$ cat config.mk
export PLATFORM = sky130hd
export DESIGN_NAME = status_change_serializer_flat
export DESIGN_NICKNAME = d
export VERILOG_FILES = /design/src/rtl/status_change_serializer_if.sv /design/src/rtl/status_change_serializer.sv /design/src/flat_wrapper.sv
export SDC_FILE = /design/constraint.sdc
export NUM_CORES = 1
export LEC_CHECK = 0
export ABC_AREA = 1
export BUFFER_PORTS_ARGS = -buffer_cell sky130_fd_sc_hd__buf_2
export CELL_PAD_IN_SITES_DETAIL_PLACEMENT = 1
export CELL_PAD_IN_SITES_GLOBAL_PLACEMENT = 2
export CORE_UTILIZATION = 33
export DETAILED_ROUTE_END_ITERATION = 10
export GPL_ROUTABILITY_DRIVEN = 0
export HOLD_SLACK_MARGIN = 0.03
export PLACE_DENSITY = 0.85
export SYNTH_ARGS = -nofsm -noshare
export SYNTH_HDL_FRONTEND = slang
export SYNTH_SLANG_ARGS = --single-unit
$ cat constraint.sdc
create_clock -name clk -period 3.5 [get_ports clk]
set_input_delay 0.7 -clock clk [delete_from_list [all_inputs] [get_ports clk]]
set_output_delay 0.7 -clock clk [all_outputs]
set_load 0.03 [all_outputs]
$ cat src/rtl/status_change_serializer_if.sv
// Update stream from the status change serializer: one valid/ready
// handshake carrying a channel index and its new status value.
interface status_change_serializer_if #(
  parameter int DATA_WIDTH = 8,
  parameter int CH_WIDTH   = 2
);
  logic                  out_valid;
  logic                  out_ready;
  logic [DATA_WIDTH-1:0] out_data;
  logic [CH_WIDTH-1:0]   out_ch;

  modport master (
    output out_valid,
    output out_data,
    output out_ch,
    input  out_ready
  );

  modport slave (
    input  out_valid,
    input  out_data,
    input  out_ch,
    output out_ready
  );
endinterface

$ cat src/rtl/status_change_serializer.sv
// Serializes per-channel status changes onto one round-robin update stream.
// Define STATUS_SERIALIZER_DROP_CNT_EN to build the per-channel overwrite counters.
module status_change_serializer #(
  parameter int DATA_WIDTH   = 8,
  parameter int NUM_CHANNELS = 4,
  parameter int CH_WIDTH     = 2,
  parameter int ACCUMULATE   = 0
) (
  input  logic                             clk,
  input  logic                             reset_n,
  input  logic [NUM_CHANNELS*DATA_WIDTH-1:0] data_in,
  status_change_serializer_if.master       out_if,
  output logic [NUM_CHANNELS-1:0]          pending,
  output logic [NUM_CHANNELS*8-1:0]        drop_cnt
);

  if (((1 << CH_WIDTH) < NUM_CHANNELS) ||
      (NUM_CHANNELS < 2) || (NUM_CHANNELS > 16)) begin : g_bad_cfg
    $error("status_change_serializer: bad NUM_CHANNELS/CH_WIDTH");
  end

  typedef enum logic {IDLE, SEND} state_t;

  state_t                state_q;
  logic [DATA_WIDTH-1:0] hold_q [NUM_CHANNELS];
  logic [DATA_WIDTH-1:0] last_q [NUM_CHANNELS];
  logic [DATA_WIDTH-1:0] new_hold [NUM_CHANNELS];
  logic [CH_WIDTH-1:0]   rr_q;
  logic [CH_WIDTH-1:0]   gnt;
  logic [DATA_WIDTH-1:0] gnt_data;
  logic                  gnt_v;
  logic                  grant_now;
  logic                  valid_q;
  logic [DATA_WIDTH-1:0] data_q;
  logic [CH_WIDTH-1:0]   ch_q;
  int                    idx;

  assign out_if.out_valid = valid_q;
  assign out_if.out_data  = data_q;
  assign out_if.out_ch    = ch_q;

  // Walk from the highest offset down so the first pending channel
  // after the round-robin pointer wins.
  always_comb begin
    gnt      = '0;
    gnt_data = '0;
    gnt_v    = 1'b0;
    idx      = 0;
    for (int i = NUM_CHANNELS-1; i >= 0; i--) begin
      idx = int'(rr_q) + i;
      if (idx >= NUM_CHANNELS) idx = idx - NUM_CHANNELS;
      if (pending[idx]) begin
        gnt      = CH_WIDTH'(idx);
        gnt_data = hold_q[idx];
        gnt_v    = 1'b1;
      end
    end
  end

  assign grant_now = (state_q == IDLE) && gnt_v;

  always_comb begin
    for (int c = 0; c < NUM_CHANNELS; c++) begin
      new_hold[c] = data_in[c*DATA_WIDTH +: DATA_WIDTH];
      if (ACCUMULATE != 0) new_hold[c] = new_hold[c] | hold_q[c];
    end
  end

  always_ff @(posedge clk) begin
    if (!reset_n) begin
      state_q <= IDLE;
      valid_q <= 1'b0;
      data_q  <= '0;
      ch_q    <= '0;
      rr_q    <= '0;
      pending <= '0;
      for (int c = 0; c < NUM_CHANNELS; c++) begin
        hold_q[c] <= '0;
        last_q[c] <= '0;
      end
    end else begin
      for (int c = 0; c < NUM_CHANNELS; c++) begin
        if (grant_now && (gnt == CH_WIDTH'(c))) begin
          pending[c] <= 1'b0;
          last_q[c]  <= hold_q[c];
        end else if (pending[c]) begin
          hold_q[c] <= new_hold[c];
        end else if (data_in[c*DATA_WIDTH +: DATA_WIDTH] != last_q[c]) begin
          pending[c] <= 1'b1;
          hold_q[c]  <= data_in[c*DATA_WIDTH +: DATA_WIDTH];
        end
      end
      unique case (state_q)
        IDLE: begin
          if (grant_now) begin
            valid_q <= 1'b1;
            data_q  <= gnt_data;
            ch_q    <= gnt;
            rr_q    <= (gnt == CH_WIDTH'(NUM_CHANNELS-1)) ?
                       '0 : gnt + CH_WIDTH'(1);
            state_q <= SEND;
          end
        end
        SEND: begin
          if (valid_q && out_if.out_ready) begin
            valid_q <= 1'b0;
            state_q <= IDLE;
          end
        end
        default: state_q <= IDLE;
      endcase
    end
  end

`ifdef STATUS_SERIALIZER_DROP_CNT_EN
  logic [NUM_CHANNELS-1:0] drop_ev;
  logic [7:0]              drop_q [NUM_CHANNELS];

  // A drop is a pending value overwritten by a different one.
  always_comb begin
    drop_ev = '0;
    for (int c = 0; c < NUM_CHANNELS; c++) begin
      drop_ev[c] = pending[c] &&
                   !(grant_now && (gnt == CH_WIDTH'(c))) &&
                   (new_hold[c] != hold_q[c]);
    end
  end

  always_ff @(posedge clk) begin
    if (!reset_n) begin
      for (int c = 0; c < NUM_CHANNELS; c++) drop_q[c] <= '0;
    end else begin
      for (int c = 0; c < NUM_CHANNELS; c++) begin
        if (drop_ev[c] && (drop_q[c] != 8'hFF))
          drop_q[c] <= drop_q[c] + 8'd1;
      end
    end
  end

  always_comb begin
    drop_cnt = '0;
    for (int c = 0; c < NUM_CHANNELS; c++) drop_cnt[c*8 +: 8] = drop_q[c];
  end
`else
  assign drop_cnt = '0;
`endif

endmodule

$ cat src/flat_wrapper.sv
// flat-port wrapper written by rule: the top's interface ports become plain ports
module status_change_serializer_flat 
#(
  parameter int DATA_WIDTH   = 8,
  parameter int NUM_CHANNELS = 4,
  parameter int CH_WIDTH     = 2,
  parameter int ACCUMULATE   = 0
)
  (clk, reset_n, data_in, pending, drop_cnt, out_if_out_valid, out_if_out_data, out_if_out_ch, out_if_out_ready);
  status_change_serializer_if #(.DATA_WIDTH(DATA_WIDTH), .CH_WIDTH(CH_WIDTH)) out_if_i ();
  input  logic clk;
  input  logic reset_n;
  input  logic [NUM_CHANNELS*DATA_WIDTH-1:0] data_in;
  output logic [NUM_CHANNELS-1:0] pending;
  output logic [NUM_CHANNELS*8-1:0] drop_cnt;
  output wire logic [$bits(out_if_i.out_valid)-1:0] out_if_out_valid;
  output wire logic [$bits(out_if_i.out_data)-1:0] out_if_out_data;
  output wire logic [$bits(out_if_i.out_ch)-1:0] out_if_out_ch;
  input wire logic [$bits(out_if_i.out_ready)-1:0] out_if_out_ready;
  assign out_if_out_valid = out_if_i.out_valid;
  assign out_if_out_data = out_if_i.out_data;
  assign out_if_out_ch = out_if_i.out_ch;
  assign out_if_i.out_ready = out_if_out_ready;
  status_change_serializer #(.DATA_WIDTH(DATA_WIDTH), .NUM_CHANNELS(NUM_CHANNELS), .CH_WIDTH(CH_WIDTH), .ACCUMULATE(ACCUMULATE)) u_core (.clk(clk), .reset_n(reset_n), .data_in(data_in), .out_if(out_if_i), .pending(pending), .drop_cnt(drop_cnt));
endmodule
=== Word level (Yosys, flattened, before mapping) ===
Memory sizes are Yosys's and may differ from the RTL's.
Cells that the tools add are included.
W data, S select, Z words.

* Bitwise logic cells: 14
* Reduce and logical (&&, ||, !) cells: 13
* Magnitude comparators: 8
* Equal/unequal tests: 9
* Add/sub/neg operators: 8
* Muxes and demuxes: 100

{| class="wikitable"
|+ Operators by type and width
! operator !! count
|-
| $lt A32 B4 Y1 const B || 4
|-
| $mux W32 || 4
|-
| $mux W8 || 16
|-
| $ge A32 B4 Y1 const B || 3
|-
| $sub A32 B4 Y32 const B || 3
|-
| $mux W1 || 69
|-
| $ne A8 B8 Y1 || 4
|-
| $or A1 B1 Y1 || 12
|-
| $mux W2 || 5
|-
| $bmux W1 S2 || 4
|-
| $reduce_or A2 Y1 || 4
|-
| $add A2 B2 Y3 const B || 2
|-
| $logic_and A1 B1 Y1 || 6
|-
| $eq A2 B2 Y1 const B || 2
|-
| $pmux W1 S2 || 2
|-
| $reduce_and A2 Y1 || 2
|-
| $sub A2 B3 Y4 const B || 1
|-
| $add A2 B1 Y3 const B || 1
|-
| $ge A2 B3 Y1 const B || 1
|-
| $add A2 B1 Y2 const B || 1
|-
| $eq A2 B1 Y1 const B || 1
|-
| $logic_not A2 Y1 || 1
|-
| $ne A2 B1 Y1 const B || 1
|-
| $ne A2 B2 Y1 const B || 1
|-
| $not A1 Y1 || 2
|}

* RAM bits: 64
* Memories: 2
* Logic and storage cells: 163
* Output and inout port bits: 47
* Register bits: 18
* Input bits: 35

{| class="wikitable"
|+ Memories
! name !! depth !! width !! read ports !! clocked after memory_dff !! write ports !! RTL line !! text
|-
| u_core.hold_q || 4 || 8 || 8 || 0 || 4 || status_change_serializer.sv:25 || <nowiki>logic [DATA_WIDTH-1:0] hold_q [NUM_CHANNELS];</nowiki>
|-
| u_core.last_q || 4 || 8 || 4 || 0 || 4 || status_change_serializer.sv:26 || <nowiki>logic [DATA_WIDTH-1:0] last_q [NUM_CHANNELS];</nowiki>
|}

=== Longest topological paths before layout ===
* Word-level depth: 17
* Gate-level depth with buffers: 18
* Mapped depth without buffers: 17

=== Worst setup path after synthesis ===
OpenSTA, ideal clock, no wires.

* Path kind: flip-flop to flip-flop
* From: register u_core.pending[1]
* To: memory u_core.hold_q[2][0] (enable)
* Path slack: 0.825 ns
* Stages on the path, launching flop included: 17
* Required time: 3.171 ns
* Clock period less this slack: 2.675 ns
* Setup time: 0.329 ns
* Arrival: 2.346 ns
* Buffers on the path: 1
* Cell sequence: dfxtp_1 > inv_1 > nand2_4 > nand3_2 > nand2_2 > buf_4 > nand2_1 > nand2_1 > nand2_1 > nand2_1 > inv_1 > ha_1 > nand3_1 > nand2_1 > inv_1 > nand2_2 > nand2_1

{| class="wikitable"
|+ RTL lines
! item !! RTL line !! text
|-
| from (decl) || status_change_serializer.sv:13 || <nowiki>output logic [NUM_CHANNELS-1:0] pending,</nowiki>
|-
| from (signal assigned) || status_change_serializer.sv:76 || <nowiki>pending <= '0;</nowiki>
|-
| from (signal, indexed assignment) || status_change_serializer.sv:84 || <nowiki>pending[c] <= 1'b0;</nowiki>
|-
| from (signal, indexed assignment) || status_change_serializer.sv:89 || <nowiki>pending[c] <= 1'b1;</nowiki>
|-
| to (decl) || status_change_serializer.sv:25 ||
|}

==> impl_metrics.yaml <==
floorplan:
  ios: 82
  fp.dieW_um: 128.2
  coreArea_um2: 15370
  dieArea_um2: 16440
  die_h_um: 128.2
  initial_core_util_pct: 34.20
  rows: 45
place:
  postPlaceCellArea_um2: 5565
  place_ws_ns: 0.2001
  portBuffers: 49
  dp.final_hpwl_mm: 12.07
  dp.cells: 942
synth:
  synth_top_family_by_area: "simple AND/OR/NAND/NOR gates"
  yosys.area_share.xor_xnor_pct: 2.666
  ys.flop_type: "edfxtp_1"
  synth_compound_area_share_pct: 5.475
  synth_area_um2: 5256
  ys_seq_elements: 82
  synthSimpleGateAreaFrac_pct: 33.23
  postSynthAreaPerCell_um2: 7.541
  synth_edf_count: 64
  synthCells: 697
  synth.area.mux_share_pct: 0
  synth_fa_ha_area_share_pct: 0.9522
  ys_types: 37
  async_flop_share_pct: 0
  ys_seq_area_share_pct: 43.42
  yosysWarnings: 0
worst_hold_path:
  hold_depth: 2
  worstHoldStart: "u_core.out_if.out_data[0]"
  worstHoldPathType: "flip-flop to flip-flop"
  hold_path_end: "u_core.out_if.out_data[0]"
cts:
  cts_hold_buf: 0
  postCtsSetupRepairBufs: 0
  htree_num_levels: 3
  clkSinkCount: 82
  cts_tree: "built"
  clk_latency_ns: 0.35
  clockRootBuffer: "clkbuf_16"
  clock_path_buffers: 2
  clkTransAtPathRegs_ns: 0.06
  cts_buffers: 9
grt:
  grt_pass1_vias: 4687
  grt_max_degree: 25
  grt_pass1_wl_mm: 24.69
  overflow: 0
  antenna_found_initial: 0
  track_usage_pct: 20.27
timing:
  maxSlewHeadroom_pct: 59.63
  period_minus_slack_ns: 3.191
  tns_ns: 0
  fmax_ghz: 0.3134
  clock_skew_ns: 0.004775
  setup_slack_ns: 0.3093
  setup-violations-final: 0
  fin_crit_sh_pct: 91.16
  rsz0062_at_grt: "no"
  hold_viol_final: 0
  drv_slew: 0
  timing.hold.ws_ns: 0.4664
  tightest_slew_ns: 0.6055
finish:
  drive_gt1_share_pct: 16.73
  stdcell_count: 958
  utilization_pct: 38.61
  syn_to_final_growth_pct: 12.90
  nets: 781
  multi_input_area_um2: 2345
  seq_area_um2: 2286
  nFillCells: 1919
  final_common_cell: "nand2_1"
  diodes: 0
  layout_common_cells: "nand2_1, inv_1, nor2_1"
  fin_area_um2: 5934
route:
  drc_errors: 0
  postRouteAntennaNets: 0
  routed_via_density: 4.570
  wl_per_cell_um: 15.87
  drt_iter0_drc: 148
  drt_wl_total_mm: 15.21
  vias: 4378
  drtPass1Iterations: 4
worst_setup_path:
  arrival_ns: 3.21
  critPathMaxStageDelay_ns: 0.51
  critPathSlowestCell: "dfxtp_4"
  cp.required_ns: 3.52
  critPathMostFrequentCell: "nand2_1"
  cp-start-kind: "flip-flop"
  r2r-start: "u_core.rr_q[0]"
  crit_path_end_kind: "flip-flop"
  r2r_setup_slack_ns: 0.31
  critPathKind: "flip-flop to flip-flop"
  reg2reg_to: "u_core.hold_q[1][3]"
  rr_worst_depth: 12
  path_cells: "buf_4 -> nand2_1 -> nand2_1 -> nand2_2 -> nand2_4 -> inv_2 -> a31oi_1 -> inv_1 -> ha_1 -> nand3_1 -> nand3_2 -> nand2_1"
  cp_max_fo: 24
run:
  max_cap_violations: 0
pwr:
  leakage_nw: 2.820
  peakVddDrop_mv: 0.3789
  finalPower_mw: 5.963
  power_density_nw_per_um2: 1005
run_status:
  status: "completed"
[area by class of cell]
class / count / area share, %
clock buffers: 10 / 3.858
clock inverters: 6 / 2.319
inverters: 96 / 6.199
multi-input cells: 496 / 39.51
flip-flops and latches: 82 / 38.52
well taps: 211 / 4.449
repair buffers: 57 / 5.144
[worst max-delay path by stage]
stage	start	slack, ns	depth (start not counted)	endpoint
final	u_core.rr_q[0]	0.31	12	u_core.hold_q[1][3]
after global routing	u_core.rr_q[0]	0.04	12	u_core.hold_q[0][0]
after CTS	u_core.rr_q[0]	0.18	12	u_core.hold_q[1][3]
after detailed placement	u_core.rr_q[0]	0.20	12	u_core.hold_q[1][4]
after global placement	u_core.rr_q[0]	0.37	12	u_core.hold_q[1][5]
after floorplan	u_core.pending[1]	0.82	16	u_core.hold_q[2][0]
[sequential cells by signal, indices dropped and copies added, names as in the netlist]
register,count
u_core.state_q,1
u_core.pending,4
u_core.rr_q,2
u_core.last_q,32
u_core.out_if.out_ch,2
u_core.hold_q,32
u_core.out_if.out_valid,1
u_core.out_if.out_data,8
[per-layer routing]
| metal | GRT usage [%] | vias to the layer above | routed length, µm | share of wire, % |
|---|---|---|---|---|
| met5 | 0 | - | 0 | 0 |
| met4 | 8.304 | 0 | 390 | 2.6 |
| met3 | 3.464 | 20 | 435 | 2.9 |
| met2 | 35.93 | 73 | 7730 | 51 |
| met1 | 24.16 | 2091 | 6650 | 44 |
| li1 | - | 2194 | - | - |
[report_power, final]
part	leakage, nW	internal, mW	total, mW	switching [mW]
logic	1.81	0.867	2.99	2.12
clock network	0.177	0.773	1.18	0.406
registers	0.837	1.51	1.79	0.280
[cells by family (layout without fill, tap and decap cells)]
kind of cell,count (synthesis),count (layout)
flip-flops,82,82
AO/OA/AOI/OAI,54,54
other,1,32
buffers and inverters,150,169
XOR/XNOR,16,16
AND/OR/NAND/NOR,390,390
adder cells (fa/ha/maj),4,4
[Yosys cell counts, types with 2 or more instances]
| cell | count | area [µm²] |
|---|---|---|
| inv_1 | 93 | 349.1 |
| nand3_2 | 5 | 50.05 |
| clkbuf_1 | 5 | 18.77 |
| buf_6 | 2 | 22.52 |
| or2_2 | 12 | 75.07 |
| nand2_4 | 5 | 56.30 |
| nor2_2 | 8 | 50.05 |
| xor2_1 | 3 | 26.28 |
| nand2_1 | 215 | 807.0 |
| ha_1 | 4 | 50.05 |
| dfxtp_1 | 18 | 360.4 |
| nor2_4 | 2 | 22.52 |
| o21ai_1 | 4 | 20.02 |
| edfxtp_1 | 64 | 1922 |
| nand4_1 | 10 | 62.56 |
| buf_2 | 10 | 50.05 |
| nand3_1 | 23 | 115.1 |
| a21oi_1 | 22 | 110.1 |
| o21ai_0 | 24 | 120.1 |
| nand3_4 | 4 | 70.07 |
| nor3_1 | 3 | 15.01 |
| buf_4 | 35 | 262.8 |
| nand2_2 | 12 | 75.07 |
| nor2_1 | 89 | 334.1 |
| xnor2_1 | 13 | 113.9 |
[worst max-delay path: cells and delay by family (launching register included)]
family / cells / cell delay (ns)
adders and majority gates: 1 / 0.25
and+or+nand+nor: 7 / 1.19
AOI/OAI and AO/OA: 1 / 0.37
DFF: 1 / 0.51
buffers and inverters: 3 / 0.53
[repair_timing]
item	4_1_cts	5_1_grt
resized for setup	0	1
setup endpoints to repair	0	24
hold endpoints to repair	0	0
(Power assumes the default switching activity.)
